<file path="config.mk">
export PLATFORM = sky130hd
export DESIGN_NAME = mem_store_narrower
export DESIGN_NICKNAME = d
export VERILOG_FILES = /design/src/rtl/mem_store_narrower.sv
export SDC_FILE = /design/constraint.sdc
export NUM_CORES = 1
export LEC_CHECK = 0
export ABC_CLOCK_PERIOD_IN_PS = 3900
export CORE_UTILIZATION = 54
export CTS_BUF_LIST = sky130_fd_sc_hd__clkbuf_8 sky130_fd_sc_hd__clkbuf_16
export DETAILED_ROUTE_END_ITERATION = 10
export GPL_ROUTABILITY_DRIVEN = 0
export GPL_TIMING_DRIVEN = 0
export PLACE_DENSITY = 0.85
export SETUP_SLACK_MARGIN = 0.2
export SYNTH_ARGS = -nofsm -noshare
export SYNTH_HDL_FRONTEND = slang
export SYNTH_SLANG_ARGS = --single-unit
</file>
<file path="constraint.sdc">
create_clock -name clk -period 3.9 [get_ports clk]
set_input_delay 0.585 -clock clk [delete_from_list [all_inputs] [get_ports clk]]
set_output_delay 0.585 -clock clk [all_outputs]
set_load 0.02 [all_outputs]
</file>
<file path="src/rtl/mem_store_narrower.sv">
// -----------------------------------------------------------------------------
// mem_store_narrower
//
// Store-path narrowing unit for the MIPS data memory. A 32-bit register value
// is truncated to the access size (byte / halfword / word) and written to a
// byte-wide data RAM port, one byte per cycle. Misaligned stores and the
// reserved size code are rejected with an error pulse and no memory write.
//
// Configuration macro:
//   BIG_ENDIAN_EN  defined   -> byte at addr+k is byte (N-1-k) of the low N bytes
//                  undefined -> byte at addr+k is byte k (little-endian)
//
// Parameters:
//   ADDR_W       width of the byte address (default 10)
//
// Ports:
//   clk          system clock, rising edge
//   reset        asynchronous active-high reset
//   i_valid      store request strobe
//   o_ready      unit idle; request accepted when i_valid && o_ready
//   i_addr       byte address of the store
//   i_size       access size: 00 byte, 01 halfword, 11 word, 10 reserved
//   i_data       register value to store
//   o_mem_we     byte write enable to the data RAM
//   o_mem_addr   byte address of the current write (held when o_mem_we=0)
//   o_mem_wdata  byte being written (held when o_mem_we=0)
//   o_done       one-cycle pulse: store completed
//   o_err        one-cycle pulse: store rejected
// -----------------------------------------------------------------------------
module mem_store_narrower #(
    parameter int ADDR_W = 10
) (
    input  logic              clk,
    input  logic              reset,
    input  logic              i_valid,
    output logic              o_ready,
    input  logic [ADDR_W-1:0] i_addr,
    input  logic [1:0]        i_size,
    input  logic [31:0]       i_data,
    output logic              o_mem_we,
    output logic [ADDR_W-1:0] o_mem_addr,
    output logic [7:0]        o_mem_wdata,
    output logic              o_done,
    output logic              o_err
);

`ifdef BIG_ENDIAN_EN
    localparam bit BIG_ENDIAN = 1'b1;
`else
    localparam bit BIG_ENDIAN = 1'b0;
`endif

    typedef enum logic [1:0] {
        S_IDLE  = 2'd0,
        S_WRITE = 2'd1,
        S_DONE  = 2'd2,
        S_ERR   = 2'd3
    } state_t;

    // Index of the last byte written (N-1) for a given size code.
    function automatic logic [1:0] last_index(input logic [1:0] size);
        case (size)
            2'b00:   last_index = 2'd0;
            2'b01:   last_index = 2'd1;
            default: last_index = 2'd3;
        endcase
    endfunction

    // Reserved size, or natural alignment violated for halfword/word.
    function automatic logic store_error(input logic [1:0] size,
                                         input logic [1:0] addr_lo);
        case (size)
            2'b00:   store_error = 1'b0;
            2'b01:   store_error = addr_lo[0];
            2'b11:   store_error = (addr_lo != 2'b00);
            default: store_error = 1'b1;
        endcase
    endfunction

    // Byte that lands at addr+k. Only the low N bytes are ever addressed,
    // so upper bits of a narrow store never reach the RAM.
    function automatic logic [7:0] pick_byte(input logic [31:0] data,
                                             input logic [1:0]  last,
                                             input logic [1:0]  k);
        logic [1:0] idx;
        idx = BIG_ENDIAN ? (last - k) : k;
        case (idx)
            2'd0:    pick_byte = data[7:0];
            2'd1:    pick_byte = data[15:8];
            2'd2:    pick_byte = data[23:16];
            default: pick_byte = data[31:24];
        endcase
    endfunction

    // Control state
    state_t state_q, state_d;
    logic [1:0] k_q, k_d;

    // Request latched at accept; stable for the whole store
    logic [ADDR_W-1:0] addr_q;
    logic [31:0]       data_q;
    logic [1:0]        last_q;
    logic              load;

    // Next values of the registered outputs
    logic              ready_d;
    logic              we_d;
    logic [ADDR_W-1:0] maddr_d;
    logic [7:0]        wdata_d;
    logic              done_d;
    logic              err_d;

    logic              accept;

    // o_ready is high in exactly the IDLE, DONE and ERR states, so it doubles
    // as the "can accept" qualifier for the handshake.
    assign accept = i_valid && o_ready;

    always_comb begin
        state_d = state_q;
        k_d     = k_q;
        load    = 1'b0;
        ready_d = 1'b0;
        we_d    = 1'b0;
        maddr_d = o_mem_addr;
        wdata_d = o_mem_wdata;
        done_d  = 1'b0;
        err_d   = 1'b0;

        case (state_q)
            S_WRITE: begin
                if (k_q == last_q) begin
                    state_d = S_DONE;
                    done_d  = 1'b1;
                    ready_d = 1'b1;
                end else begin
                    k_d     = k_q + 2'd1;
                    we_d    = 1'b1;
                    maddr_d = addr_q + ADDR_W'(k_d);
                    wdata_d = pick_byte(data_q, last_q, k_d);
                end
            end
            default: begin
                // IDLE, DONE and ERR all behave as idle for a new request,
                // which gives back-to-back throughput of N+1 cycles.
                if (accept) begin
                    load = 1'b1;
                    if (store_error(i_size, i_addr[1:0])) begin
                        state_d = S_ERR;
                        err_d   = 1'b1;
                        ready_d = 1'b1;
                    end else begin
                        // First byte goes out straight from the inputs so
                        // the write lands in the cycle right after accept.
                        state_d = S_WRITE;
                        k_d     = 2'd0;
                        we_d    = 1'b1;
                        maddr_d = i_addr;
                        wdata_d = pick_byte(i_data, last_index(i_size), 2'd0);
                    end
                end else begin
                    state_d = S_IDLE;
                    ready_d = 1'b1;
                end
            end
        endcase
    end

    always_ff @(posedge clk or posedge reset) begin
        if (reset) begin
            state_q <= S_IDLE;
            k_q     <= 2'd0;
        end else begin
            state_q <= state_d;
            k_q     <= k_d;
        end
    end

    always_ff @(posedge clk) begin
        if (load) begin
            addr_q <= i_addr;
            data_q <= i_data;
            last_q <= last_index(i_size);
        end
    end

    // Registered outputs; reset aborts any store in flight without a pulse.
    always_ff @(posedge clk or posedge reset) begin
        if (reset) begin
            o_ready     <= 1'b1;
            o_mem_we    <= 1'b0;
            o_mem_addr  <= '0;
            o_mem_wdata <= 8'h00;
            o_done      <= 1'b0;
            o_err       <= 1'b0;
        end else begin
            o_ready     <= ready_d;
            o_mem_we    <= we_d;
            o_mem_addr  <= maddr_d;
            o_mem_wdata <= wdata_d;
            o_done      <= done_d;
            o_err       <= err_d;
        end
    end

endmodule
</file>
==> impl_results.md <==
- Clk slew on worst S/H paths: approximately 0.07 ns
- Crit start category: register
- Relative slew slack: 30.3%
- R2r setup slk: 1.43 ns
- Top Family by Delay on Critical Path: adder cells
- DIE AREA: approximately 6000 sq um
- Crit-path max FO: 7
- Synth Instances: 211
- Worst Reg-to-Reg Cells: 7
- CP required: between 4 and 5 ns
- Final-report hold violation count: 0
- Hold Startpoint: o_mem_addr[7]$_DFFE_PP0P_
- Post-synthesis simple-gate area fraction: 7.39%
- Setup violations, final: 0
- Peak Freq: 405 MHz
- Hold Crit Class: reg -> reg
- RSZ-0062 raised after global routing: false
- First-pass detailed-route iteration total: 5
- Gr usage total: 23.2%
- Crit path largest cell delay: 0.45 ns
- Post-CTS Setup Bufs: 0
- Final antenna-violating net count: 0
- Vias per cell: 5.53
- Outcome: complete, no violations
- IO Count: 69
- Ys async rst share: 37.1%
- Largest net degree at the start of global routing: 50
- Row count: 27
- DR WL/cell: around 17 microns
- Critical R2R Launch: k_q[0]$_DFFE_PP0P_
- Peak VDD IR: 634 uV
- Hold-fix buffer count after cts: 0
- DRC Markers: 0
- DRT Wirelength: 6240 microns
- H-tree depth: 3
- Filler cells: 360
- Setup_tns: 0 ns
- Post-synth top area cell: edfxtp_1
- Critical Path, Cell by Cell: inv_1, ha_1, ha_1, a21oi_1, nor4b_1, or3_1, a32o_1
- Max_cap viols: 0
- GR Overflow Total: 0
- Port Buf Inserts: between 60 and 70
- Fin crit share: a little under two thirds
- Num CTS Buffers: 9
- Type of destination of the critical path: register
- Share of the synthesized area in the top cell type: 43.1%
- Synth area leaders: edfxtp_1 43%, dfrtp_1 20%, mux2_4 6.9%
- Post-synth EDFFs: 44
- Syn Area/Cell: about 15 sq um
- Worst hold stages: 1
- Commonest non-fill, non-tap cell in the layout: clkdlybuf4s50_1
- P&R area growth vs syn: 31.6%
- Cts repair resizes: 0
- N_diodes: 0
- Unique masters post-synth: 43
- Final core occ: 73.7%
- Post-Synth Adder-Cell Area: 3.10%
- HPWL after DPL: 4180 microns
- Core area: ~5500 sq um
- Critical R2R Capture: o_mem_addr[9]$_DFFE_PP0P_
- Layout Nets: 344
- Fraction of final layout cells with drive strength greater than 1: ~17%
- Sequential-to-total area share from yosys stat: 64.4%
- Die Wd: 77.3 microns
- Ys Warns: 0
- Number of global-route vias before repair: 2108
- Pwr Density: 821 nW/um^2
- Critical path origin: k_q[0]$_DFFE_PP0P_
- Syn Std Cell Area: 3060 sq um
- Crit-path slowest cell: dfrtp_1
- Worst-skew pair later-pin latency: 0.34 ns
- #FFs+latches synth: 70
- Post-Syn Nets: 265
- Die span in y: 77.3 microns
- Worst-margin pin slew: around 1.0 ns
- Via count: ~2000
- Fin Clk Skew: 0.00546 ns
- Synth Area in Compound Gates: 8.62%
- Clock tree buffer depth: 2
- Hold EP: o_mem_addr[7]$_DFFE_PP0P_
- Main combinational cell family by area after synthesis: multiplexers
- Overall power: 3.31 mW
- LEAKAGE: between 1.5 and 2 nW
- Pins Over Slew Limit: 0
- Effective utilization at floorplan: 56.0%
- CTS root buffer: clkbuf_8
- Worst path bufs/invs: 1
- Commonest non-fill, non-tap cells in the layout: 68 x clkdlybuf4s50_1, 44 x edfxtp_1, 25 x dfrtp_1
- CP Class: reg -> reg
- DR iter-0 viols: 230
- CTS tree: done
- Arrival time at the worst endpoint: 2.69 ns
- Most used cell, CP: ha_1
- Hold Worst Slack: about 0.5 ns
- Xor-xnor portion of the synthesized cell area: 1.14%
- Top_reg_cell synth: edfxtp_1
- Antenna violations before repair: 0
- CTS sink cnt: 70
- Fin crit period: ~2.5 ns
- Post-synthesis mux area share: 10.9%
- First-pass GRT wire length: 10400 microns
[cells in the mapped netlist (2+ instances only)]
| master | n |
|---|---|
| xnor2_1 | 3 |
| edfxtp_1 | 44 |
| or2_2 | 3 |
| mux2_2 | 10 |
| a31oi_1 | 5 |
| a222oi_1 | 8 |
| dfrtp_1 | 25 |
| buf_1 | 2 |
| ha_1 | 6 |
| clkbuf_1 | 6 |
| nor2_1 | 4 |
| mux2_4 | 14 |
| buf_6 | 3 |
| nand3_1 | 4 |
| inv_1 | 14 |
| or3_1 | 5 |
| o21ai_0 | 13 |
| nand2_1 | 17 |
[kinds of logic (layout without fill, tap and decap cells)]
family / Yosys count / after routing
AND/OR/NAND/NOR: 43 / 43
buffers and inverters: 26 / 110
XOR/XNOR: 4 / 4
adder cells (fa/ha/maj): 7 / 7
multiplexers: 25 / 25
AO/OA/AOI/OAI: 36 / 36
flip-flops: 70 / 70
[cell type report]
type / instances / area, sq um / area share, %
well taps: 72 / 90.1 / 2.23
flip-flops and latches: 70 / 1970 / 48.9
clock inverters: 5 / 45.0 / 1.12
plain buffers: 12 / 83.8 / 2.08
multi-input cells: 115 / 955 / 23.7
repair buffers: 68 / 681 / 16.9
inverters: 14 / 52.6 / 1.30
clock buffers: 11 / 151 / 3.76
[flip-flops by register name, summed over array words and instances (netlist names)]
signal,count
o_ready,1
o_err,1
o_mem_addr,10
o_mem_we,1
addr_q,10
k_q,2
o_done,1
data_q,32
o_mem_wdata,8
last_q,2
state_q,2
[metrics by stage]
step | setup slack (ns) | std cells | area, sq um
3_3_place_gp | 1.45 | 351 | 3830
4_1_cts | 1.44 | 367 | 4030
2_1_floorplan | 1.74 | 211 | 3060
5_1_grt | 1.27 | 367 | 4030
3_5_place_dp | 1.46 | 351 | 3830
6_report | 1.43 | 367 | 4030
[layer usage]
layer  track usage, %  up-vias  part of all wire, %
li1                 -      945                    -
met1             29.7      994                   42
met2             37.9       81                   51
met3             4.59       10                  4.5
met4             11.3        0                  2.0
met5                0        -                    0
[worst register-to-register path, stage by stage, from the launching register on]
cell and delay [ns]:
dfrtp_1 0.45, inv_1 0.12, ha_1 0.37, ha_1 0.30, a21oi_1 0.40, nor4b_1 0.14
or3_1 0.33, a32o_1 0.25
[report_power, final]
group	leakage, nW	internal [mW]	switching [mW]
sequential	0.724	1.07	0.122
clock	0.115	0.321	0.246
combinational	0.763	0.793	0.760
total	1.60	2.18	1.13
[worst max path at each step]
stage / end / depth (start not counted)
3_5_place_dp: o_mem_addr[9]$_DFFE_PP0P_ / 7
4_1_cts: o_mem_addr[9]$_DFFE_PP0P_ / 7
5_1_grt: o_mem_addr[9]$_DFFE_PP0P_ / 7
2_1_floorplan: o_mem_addr[9]$_DFFE_PP0P_ / 7
6_report: o_mem_addr[9]$_DFFE_PP0P_ / 7
3_3_place_gp: o_mem_wdata[1]$_DFFE_PP0P_ / 6
Note: power is estimated with default switching activity, not from simulation.
